**config.mk**
```make
export PLATFORM = sky130hd
export DESIGN_NAME = coder_lane_arbiter_flat
export DESIGN_NICKNAME = d
export VERILOG_FILES = /design/src/rtl/coder_lane_arbiter_pkg.sv /design/src/rtl/coder_lane_arbiter_if.sv /design/src/rtl/coder_lane_arbiter_rr_arbiter.sv /design/src/rtl/coder_lane_arbiter.sv /design/src/flat_wrapper.sv
export SDC_FILE = /design/constraint.sdc
export NUM_CORES = 1
export LEC_CHECK = 0
export BUFFER_PORTS_ARGS = -buffer_cell sky130_fd_sc_hd__clkbuf_2
export CAP_MARGIN = 20
export CORE_UTILIZATION = 46
export CTS_CLUSTER_SIZE = 20
export DETAILED_ROUTE_END_ITERATION = 7
export GPL_TIMING_DRIVEN = 0
export PLACE_DENSITY = 0.79
export SLEW_MARGIN = 25
export SYNTH_ARGS = -nofsm -noshare
export SYNTH_HDL_FRONTEND = slang
export SYNTH_SLANG_ARGS = --single-unit
```
**constraint.sdc**
```tcl
create_clock -name clk -period 4.3 [get_ports clk]
set_input_delay 0.86 -clock clk [delete_from_list [all_inputs] [get_ports clk]]
set_output_delay 0.86 -clock clk [all_outputs]
set_load 0.1 [all_outputs]
```
**src/rtl/coder_lane_arbiter_pkg.sv**
```systemverilog
// coder_arb_pkg: shared defaults, FSM type and round-robin pick function for coder_lane_arbiter.
package coder_arb_pkg;
    localparam int N_LANES_DEF = 8;
    localparam int DATA_W_DEF = 8;
    localparam int LANE_W = 4;
    typedef enum logic [1:0] {RUN, DRAIN, DONE} arb_state_t;
    typedef struct packed {
        logic found;
        logic [LANE_W-1:0] idx;
    } rr_pick_t;
    // First eligible lane scanning ptr, ptr+1, ... modulo n (n <= 16, ptr < n).
    function automatic rr_pick_t rr_pick(input logic [15:0] eligible, input logic [LANE_W-1:0] ptr, input int unsigned n);
        rr_pick_t r;
        int unsigned j;
        r = '0;
        for (int unsigned k = 0; k < 16; k++) begin
            j = 32'(ptr) + k;
            j = (j >= n) ? j - n : j;
            if (k < n && !r.found && eligible[j[3:0]]) begin
                r.found = 1'b1;
                r.idx = j[3:0];
            end
        end
        return r;
    endfunction
endpackage

```
**src/rtl/coder_lane_arbiter_if.sv**
```systemverilog
// coder_lane_arbiter_if: per-lane input streams and tagged output stream of the coder lane arbiter.
interface coder_lane_arbiter_if
    import coder_arb_pkg::*;
#(
    parameter int N_LANES = N_LANES_DEF,
    parameter int DATA_W = DATA_W_DEF,
    parameter int IDX_W = 8
);
    logic [N_LANES-1:0] in_valid, in_last, in_ready;
    logic [N_LANES*DATA_W-1:0] in_data;
    logic out_valid, out_lane_last, out_last, out_ready, all_done;
    logic [DATA_W-1:0] out_data;
    logic [IDX_W-1:0] out_idx;
    modport master (
        output in_valid, in_data, in_last, out_ready,
        input in_ready, out_valid, out_data, out_idx, out_lane_last, out_last, all_done
    );
    modport slave (
        input in_valid, in_data, in_last, out_ready,
        output in_ready, out_valid, out_data, out_idx, out_lane_last, out_last, all_done
    );
endinterface

```
**src/rtl/coder_lane_arbiter_rr_arbiter.sv**
```systemverilog
// rr_arbiter: combinational round-robin picker over up to 16 lanes.
module rr_arbiter
    import coder_arb_pkg::*;
#(
    parameter int N_LANES = N_LANES_DEF
) (
    input  logic [N_LANES-1:0] eligible,
    input  logic [LANE_W-1:0] ptr,
    output logic [LANE_W-1:0] grant,
    output logic found
);
    rr_pick_t pick;
    always_comb pick = rr_pick(16'(eligible), ptr, N_LANES);
    assign grant = pick.idx;
    assign found = pick.found;
endmodule

```
**src/rtl/coder_lane_arbiter.sv**
```systemverilog
// coder_lane_arbiter: round-robin merge of per-lane coder streams into one tagged stream with end-of-stream tracking.
// Optional CODER_ARB_STATS_EN adds per-lane beat counters and an output stall counter.
module coder_lane_arbiter
    import coder_arb_pkg::*;
#(
    parameter int N_LANES = N_LANES_DEF,
    parameter int DATA_W = DATA_W_DEF,
    parameter int IDX_W = 8
) (
    input logic clk,
    input logic rst_n,
    coder_lane_arbiter_if.slave bus
`ifdef CODER_ARB_STATS_EN
    ,
    output logic [N_LANES*32-1:0] stat_beats,
    output logic [31:0] stat_stall
`endif
);
    arb_state_t state, state_nx;
    logic [N_LANES-1:0] lane_done, eligible, grant_oh, lane_fin;
    logic [LANE_W-1:0] rr_ptr, grant;
    logic [DATA_W-1:0] grant_data;
    logic found, slot_free, take_last, fin;

    assign slot_free = !bus.out_valid || bus.out_ready;
    assign eligible = (!rst_n && state == RUN && slot_free) ? bus.in_valid & ~lane_done : '0;

    rr_arbiter #(.N_LANES(N_LANES)) u_rr (
        .eligible(eligible),
        .ptr(rr_ptr),
        .grant(grant),
        .found(found)
    );

    assign grant_oh = found ? N_LANES'(1) << grant : '0;
    assign bus.in_ready = grant_oh;
    assign take_last = |(grant_oh & bus.in_last);
    assign lane_fin = lane_done | (take_last ? grant_oh : '0);
    assign fin = take_last && &lane_fin;
    assign bus.all_done = state == DONE;

    always_comb begin
        grant_data = '0;
        for (int i = 0; i < N_LANES; i++)
            grant_data |= bus.in_data[i*DATA_W +: DATA_W] & {DATA_W{grant_oh[i]}};
    end

    always_comb begin
        state_nx = state;
        if (state == RUN && fin) state_nx = DRAIN;
        if (state == DRAIN && bus.out_valid && bus.out_ready) state_nx = DONE;
    end

    always_ff @(posedge clk or posedge rst_n) begin
        if (rst_n) begin
            state <= RUN;
            rr_ptr <= '0;
            lane_done <= '0;
            bus.out_valid <= 1'b0;
            bus.out_data <= '0;
            bus.out_idx <= '0;
            bus.out_lane_last <= 1'b0;
            bus.out_last <= 1'b0;
        end else begin
            state <= state_nx;
            if (found) begin
                bus.out_valid <= 1'b1;
                bus.out_data <= grant_data;
                bus.out_idx <= IDX_W'(grant);
                bus.out_lane_last <= take_last;
                bus.out_last <= fin;
                rr_ptr <= (grant == LANE_W'(N_LANES - 1)) ? '0 : grant + 1'b1;
                lane_done <= lane_fin;
            end else if (bus.out_ready) begin
                bus.out_valid <= 1'b0;
            end
        end
    end

`ifdef CODER_ARB_STATS_EN
    always_ff @(posedge clk or posedge rst_n) begin
        if (rst_n) begin
            stat_beats <= '0;
            stat_stall <= '0;
        end else if (state != DONE) begin
            for (int i = 0; i < N_LANES; i++)
                if (grant_oh[i]) stat_beats[i*32 +: 32] <= stat_beats[i*32 +: 32] + 32'd1;
            if (bus.out_valid && !bus.out_ready) stat_stall <= stat_stall + 32'd1;
        end
    end
`endif
endmodule

```
**src/flat_wrapper.sv**
```systemverilog
// flat-port wrapper written by rule: the top's interface ports become plain ports
module coder_lane_arbiter_flat import coder_arb_pkg::*;
#(
    parameter int N_LANES = N_LANES_DEF,
    parameter int DATA_W = DATA_W_DEF,
    parameter int IDX_W = 8
)
  (clk, rst_n, bus_in_valid, bus_in_data, bus_in_last, bus_out_ready, bus_in_ready, bus_out_valid, bus_out_data, bus_out_idx, bus_out_lane_last, bus_out_last, bus_all_done);
  coder_lane_arbiter_if #(.N_LANES(N_LANES), .DATA_W(DATA_W), .IDX_W(IDX_W)) bus_i ();
  input logic clk;
  input logic rst_n;
  input wire logic [$bits(bus_i.in_valid)-1:0] bus_in_valid;
  input wire logic [$bits(bus_i.in_data)-1:0] bus_in_data;
  input wire logic [$bits(bus_i.in_last)-1:0] bus_in_last;
  input wire logic [$bits(bus_i.out_ready)-1:0] bus_out_ready;
  output wire logic [$bits(bus_i.in_ready)-1:0] bus_in_ready;
  output wire logic [$bits(bus_i.out_valid)-1:0] bus_out_valid;
  output wire logic [$bits(bus_i.out_data)-1:0] bus_out_data;
  output wire logic [$bits(bus_i.out_idx)-1:0] bus_out_idx;
  output wire logic [$bits(bus_i.out_lane_last)-1:0] bus_out_lane_last;
  output wire logic [$bits(bus_i.out_last)-1:0] bus_out_last;
  output wire logic [$bits(bus_i.all_done)-1:0] bus_all_done;
  assign bus_i.in_valid = bus_in_valid;
  assign bus_i.in_data = bus_in_data;
  assign bus_i.in_last = bus_in_last;
  assign bus_i.out_ready = bus_out_ready;
  assign bus_in_ready = bus_i.in_ready;
  assign bus_out_valid = bus_i.out_valid;
  assign bus_out_data = bus_i.out_data;
  assign bus_out_idx = bus_i.out_idx;
  assign bus_out_lane_last = bus_i.out_lane_last;
  assign bus_out_last = bus_i.out_last;
  assign bus_all_done = bus_i.all_done;
  coder_lane_arbiter #(.N_LANES(N_LANES), .DATA_W(DATA_W), .IDX_W(IDX_W)) u_core (.clk(clk), .rst_n(rst_n), .bus(bus_i));
endmodule
```
-- Word level (Yosys, flattened, before mapping)
Index checks and enable logic that the tools add are counted.
- bits in writable memories: 0
- latch bits: 0
- logic and storage cells: 131
- output and inout port bits: 28
- memories: 0
- ROM bits: 0
- bits in registers: 29
- bitwise gates (word level): 19
- equality and inequality tests: 3
- multiplexer cells: 40
- reduce and logical (&&, ||, !) cells: 28
- $mul: 0
- div/mod/pow operators: 0
- add/subtract/negate cells: 16
- magnitude comparators: 16
- shifts and indexed selects: 1
- operators by type and width (cell ; number):
    8-bit AND ; 10
    8-bit OR ; 8
    4-bit by 5-bit < comparator with 1-bit output (second input constant) ; 8
    5-bit 2-to-1 mux ; 8
    4-bit 2-to-1 mux ; 9
    5-bit by 4-bit greater-or-equal comparator with 1-bit output (second input constant) ; 7
    1-bit binary-select mux with 4-bit select ; 8
    4-bit subtractor (second input constant) ; 8
    8-bit 2-to-1 mux ; 3
    4-bit by 3-bit adder with 5-bit output (second input constant) ; 4
    1-bit logical AND ; 13
    4-bit by 2-bit adder with 5-bit output (second input constant) ; 2
    1-bit 2-to-1 mux ; 10
    1-bit logical NOT ; 9
    8-bit NOT ; 1
    8-bit AND reduction ; 1
    8-bit OR reduction ; 1
    1-bit by 4-bit left shift with 8-bit output (first input constant) ; 1
    4-bit by 1-bit adder with 5-bit output (second input constant) ; 1
    4-bit by 1-bit adder with 4-bit output (second input constant) ; 1
    4-bit by 3-bit equality test with 1-bit output (second input constant) ; 1
    4-bit greater-or-equal comparator (second input constant) ; 1
    2-bit 2-to-1 mux ; 2
    2-bit nonzero test ; 2
    other kinds (4) ; 4

-- Logic depth before layout (Yosys ltp)
- depth after elaboration: 39
- gate-level depth with buffers: 22
- depth with buffers taken out: 20

-- Hierarchy
From an unflattened synthesis, not the netlist that was laid out.
- cells, all modules: 336
- area total of the unflattened synthesis: 3136.8 um^2
- by module, submodules not included (module ; instances ; cells an instance ; area each (um^2)):
    coder_lane_arbiter ; 1 ; 178 ; 1881.8
    rr_arbiter ; 1 ; 158 ; 1255.0

-- Least setup slack after synthesis
OpenSTA, ideal clock, no wires.
- path type: register to output
- start: register u_core.rr_ptr[1]
- end: output port bus_in_ready[7]
- stages on the path, launching flop included: 17
- required time: 3.440 ns
- arrival time: 4.856 ns
- path slack: -1.416 ns
- cells stage by stage: dfrtp_1 -> buf_2 -> inv_2 -> ha_1 -> clkbuf_1 -> mux4_2 -> o211ai_1 -> nand4_1 -> nor2b_1 -> nand2_1 -> nor3_1 -> o31ai_1 -> inv_1 -> ha_1 -> ha_1 -> clkbuf_1 -> nor2b_1
- word-level cells in the longest chain between the ends: 28
- elaborated cells between the ends (all ways): 71
- classes of those cells: add/sub: 15; order compare: 8; shift: 1; mux: 33; reduce/logical: 14
- RTL lines (what ; line ; source):
    from (decl) ; coder_lane_arbiter.sv:21 ; logic [LANE_W-1:0] rr_ptr, grant;
    from (signal assigned) ; coder_lane_arbiter.sv:72 ; rr_ptr <= (grant == LANE_W'(N_LANES - 1)) ? '0 : grant + 1'b1;
    branches (longest 25 deep; another with 4-bit by 1-bit adder with 5-bit output) ; n/a ;
    5-bit 2-to-1 mux (*) ; coder_lane_arbiter_pkg.sv:19 ; if (k < n && !r.found && eligible[j[3:0]]) begin
    via u_core.grant[0] ; coder_lane_arbiter.sv:21 ;
    1-bit by 4-bit left shift with 8-bit output (*) ; coder_lane_arbiter.sv:35 ; assign grant_oh = found ? N_LANES'(1) << grant : '0;
    8-bit 2-to-1 mux (*) ; coder_lane_arbiter.sv:35 ;
    to (decl) ; flat_wrapper.sv:16 ; output wire logic [$bits(bus_i.in_ready)-1:0] bus_in_ready;
Mark *: on every way through the listed nets, which the timed path passes. The select of a mux whose other input is x is not followed.

-- Final worst setup path
- start: input port bus_in_valid[4]
- end: output port bus_in_ready[7]
- word-level cells in the longest chain between the ends: 28
- elaborated cells between the ends (all ways): 42
- classes of those cells: shift: 1; mux: 26; bitwise: 1; reduce/logical: 14
- RTL lines (what ; line ; source):
    from (decl) ; flat_wrapper.sv:12 ; input wire logic [$bits(bus_i.in_valid)-1:0] bus_in_valid;
    8-bit AND (*) ; coder_lane_arbiter.sv:26 ; assign eligible = (!rst_n && state == RUN && slot_free) ? bus.in_valid & ~lane_done : '0;
    8-bit 2-to-1 mux (*) ; coder_lane_arbiter.sv:26 ;
    1-bit binary-select mux with 4-bit select ; coder_lane_arbiter_pkg.sv:19 ;
    1-bit 2-to-1 mux (not written as such) ; coder_lane_arbiter_pkg.sv:19 ;
    5-bit 2-to-1 mux ; coder_lane_arbiter_pkg.sv:19 ;
    1-bit logical NOT ; coder_lane_arbiter_pkg.sv:19 ;
    1-bit logical AND ; coder_lane_arbiter_pkg.sv:19 ;
    5-bit 2-to-1 mux ; coder_lane_arbiter_pkg.sv:19 ;
    (+13 left out) ; n/a ;
    1-bit logical AND ; coder_lane_arbiter_pkg.sv:19 ;
    5-bit 2-to-1 mux ; coder_lane_arbiter_pkg.sv:19 ;
    1-bit logical NOT ; coder_lane_arbiter_pkg.sv:19 ;
    1-bit logical AND ; coder_lane_arbiter_pkg.sv:19 ;
    5-bit 2-to-1 mux (*) ; coder_lane_arbiter_pkg.sv:19 ;
    via u_core.grant[0] ; coder_lane_arbiter.sv:21 ;
    1-bit by 4-bit left shift with 8-bit output (*) ; coder_lane_arbiter.sv:35 ;
    8-bit 2-to-1 mux (*) ; coder_lane_arbiter.sv:35 ;
The timed path passes the listed nets; every way through them passes the cells marked *. The select of a mux whose other input is x is not followed.

==> out/summary.txt <==
Area leader, netlist -> dfrtp_1
FF-to-FF Start -> u_core.rr_ptr[1]$_DFFE_PP0N_
Reg-to-reg slack, setup -> -350 ps
First-pass GRT wire length -> 17800 um
GRT Total Usage -> 35.8%
Cells after Synth -> 328
Die width -> 82.1 um
Synth top area share -> 24.6%
Min-delay src -> u_core.bus.out_idx[0]$_DFFE_PP0N_
Setup tns final -> -4570 ps
I/O Buffers -> 106
Final Skew -> 9.82 ps
Yosys warns -> 0
Initial Utilization -> 48.7%
Largest net degree at the start of global routing -> 30
Dpl ws -> -816 ps
Antenna Nets Post-Route -> 0
Remaining DRCs -> 0
Finished Layout Cells -> 575
Startpoint Class -> input port
Reg2reg end -> u_core.bus.out_last$_DFFE_PP0N_
Total core area -> 6060 sq um
Final Hold Viols -> 0
Number of synthesized flops with an enable pin -> 0
Cell total after placement -> 512
Clk slew on worst S/H paths -> 60 ps
DR pass1 iterations -> 8
Die H -> 82.1 um
DIE AREA -> 6740 sq um
1st-iter DRT viols -> 390
Clock root buffer -> clkbuf_8
Ys flop type -> dfrtp_1
Initial antenna violation count -> 0
Final Cycle Share -> 109%
Worst setup EP type -> output port
Worst Path Arrival -> 3840 ps
Outcome -> complete, but fails checks
Vias in the first global route -> 3690
Worst-skew pair later-pin latency -> 290 ps
Violated checks -> negative setup slack
Max-Cap Viols -> 0
GPL Wtd Cong -> 0.881
Final #Nets -> 595
N_diodes -> 0
DP HPWL -> 7330 um
Worst EP required -> 3440 ps
Total global routing overflow -> 0
Fmax -> 213 MHz
Synth cell types -> 68
Hold buffers post-CTS -> 0
Final worst path period need -> 4700 ps
Setup CP Type -> input port to output port
Total CTS buffers -> 5
Syn Std Cell Area -> 2950 sq um
Worst Tran Pin Value -> 812 ps
Crit path max fanout -> 3
Drt via density -> 6.48
Wire per inst -> 22.5 um
Htree depth -> 2
Avg Synthesized Cell Area -> 9.00 sq um
Layout cells sized above 1 -> 53.8%
Final setup fails -> 19
Vias -> 3726
Area contributors post-synth -> dfrtp_1 (25%), mux4_2 (6.9%), ha_1 (5.5%), mux2i_1 (4.4%), nand2_1 (4.3%)
Layout fillers -> 363
Final Worst Setup Slack -> -397 ps
Worst-case clock buffer depth -> 2
CTS tree -> yes
Total wire length -> 12900 um
Hold Path End -> u_core.bus.out_idx[0]$_DFFE_PP0N_
Most frequent cell after synthesis -> nand2_1
Reg2reg path depth -> 19
Slew Viols, Final -> 0
Slew headroom -> 45.4%
Sink Count -> 29
Area Growth Syn to Fin -> 61.2%
Top post-synthesis cells by count -> nand2_1 (34), dfrtp_1 (29), nor2_1 (20)
Io pins -> 111
RSZ-0062 raised after global routing -> true
Row count -> 28
Register area share after synthesis -> 24.6%
Post-Route Utilization -> 78.5%
Share of flip-flops with an asynchronous set or reset -> 100%
Number of synthesized register bits -> 29
Worst min-delay path class -> flop to flop
Hold depth -> 1
-- worst max-delay path: stages --
cell	delay (ps)
clkbuf_2	110
nand2b_1	90
mux4_2	520
or4_4	520
and2_4	200
o21ai_0	290
nand2_1	120
nand3_1	140
o31ai_4	110
inv_2	130
ha_4	190
ha_4	160
nor2b_4	170
clkbuf_16	210
-- layer usage --
layer,wire [um],global-route usage (%)
met5,0,0
met4,932,21.8
met3,1270,7.36
met2,6320,64.2
met1,4430,38.5
-- sequential cells by signal, indices dropped and copies added, names as in the netlist --
name                      flops
u_core.bus.out_data           8
u_core.bus.out_idx            4
u_core.lane_done              8
u_core.rr_ptr                 4
u_core.bus.out_last           1
u_core.state                  2
u_core.bus.out_lane_last      1
u_core.bus.out_valid          1
-- layout make-up --
| class | instances | area [sq um] | area share, % |
|---|---|---|---|
| buffer | 16 | 125 | 2.63 |
| clock buffer | 6 | 72.6 | 1.53 |
| clock inverter | 2 | 10.0 | 0.210 |
| inverter | 13 | 78.8 | 1.66 |
| multi-input combinational | 267 | 2440 | 51.3 |
| sequential | 29 | 726 | 15.3 |
| tap | 75 | 93.8 | 1.97 |
| timing repair buffer | 167 | 1210 | 25.5 |
-- cell usage in the layout, fill, tap and decap left out, types with 4 or more instances in the layout --
cell type,count
nand2_1,31
mux2_1,4
ha_1,5
ha_4,7
conb_1,4
nor2b_1,11
mux2_4,8
buf_4,49
o21ai_1,4
o211ai_1,5
mux2i_1,12
dfrtp_1,29
and2_4,4
a31oi_1,9
and2_1,5
o21bai_1,5
o22a_1,8
clkbuf_16,7
mux4_2,9
nor2_1,16
nand3_1,7
clkbuf_2,99
clkbuf_8,5
a21oi_2,4
nand2b_1,12
o21ai_0,6
clkbuf_1,5
a222oi_1,10
buf_6,20
inv_1,4
-- logic make-up (layout without fill, tap and decap cells) --
| group | count (synthesis) | count (layout) | share of synthesized area, % |
|---|---|---|---|
| AOI/OAI and AO/OA | 93 | 93 | 24.8 |
| xor gates and xnor gates | 2 | 2 | 0.594 |
| adders and majority gates | 13 | 13 | 5.51 |
| buffers and inverters | 35 | 204 | 6.06 |
| DFF | 29 | 29 | 24.6 |
| muxes | 35 | 35 | 17.3 |
| other | 1 | 4 | 0.127 |
| and+or+nand+nor | 120 | 120 | 20.9 |
-- per-stage QoR --
step                area (sq um)  hold slack (ps)
finish                      4760              491
global route                4760              509
CTS                         4550              486
detailed placement          3700              467
global placement            3700              462
floorplan                   3080              472
-- timing repair --
item / 4_1_cts / 5_1_grt
setup buffers: 48 / 15
resized for setup: 78 / 45
pin swaps: 16 / 16
endpoints found under the setup margin: 23 / 21
-- how the worst max path moves through the flow --
stage | from | to | slack [ps] | cells after the start
CTS | u_core.rr_ptr[1]$_DFFE_PP0N_ | bus_in_ready[7] | -320 | 18
detailed placement | u_core.rr_ptr[1]$_DFFE_PP0N_ | bus_in_ready[3] | -820 | 17
global placement | bus_in_valid[4] | bus_in_ready[7] | -780 | 14
global route | bus_in_valid[4] | u_core.state[0]$_DFFE_PP0P_ | -550 | 19
floorplan | bus_in_valid[4] | bus_in_ready[7] | -260 | 12
finish | bus_in_valid[4] | bus_in_ready[7] | -400 | 14
Power is not shown: default switching activity piles up to over one toggle a cycle in this logic, so the estimate is an artifact.
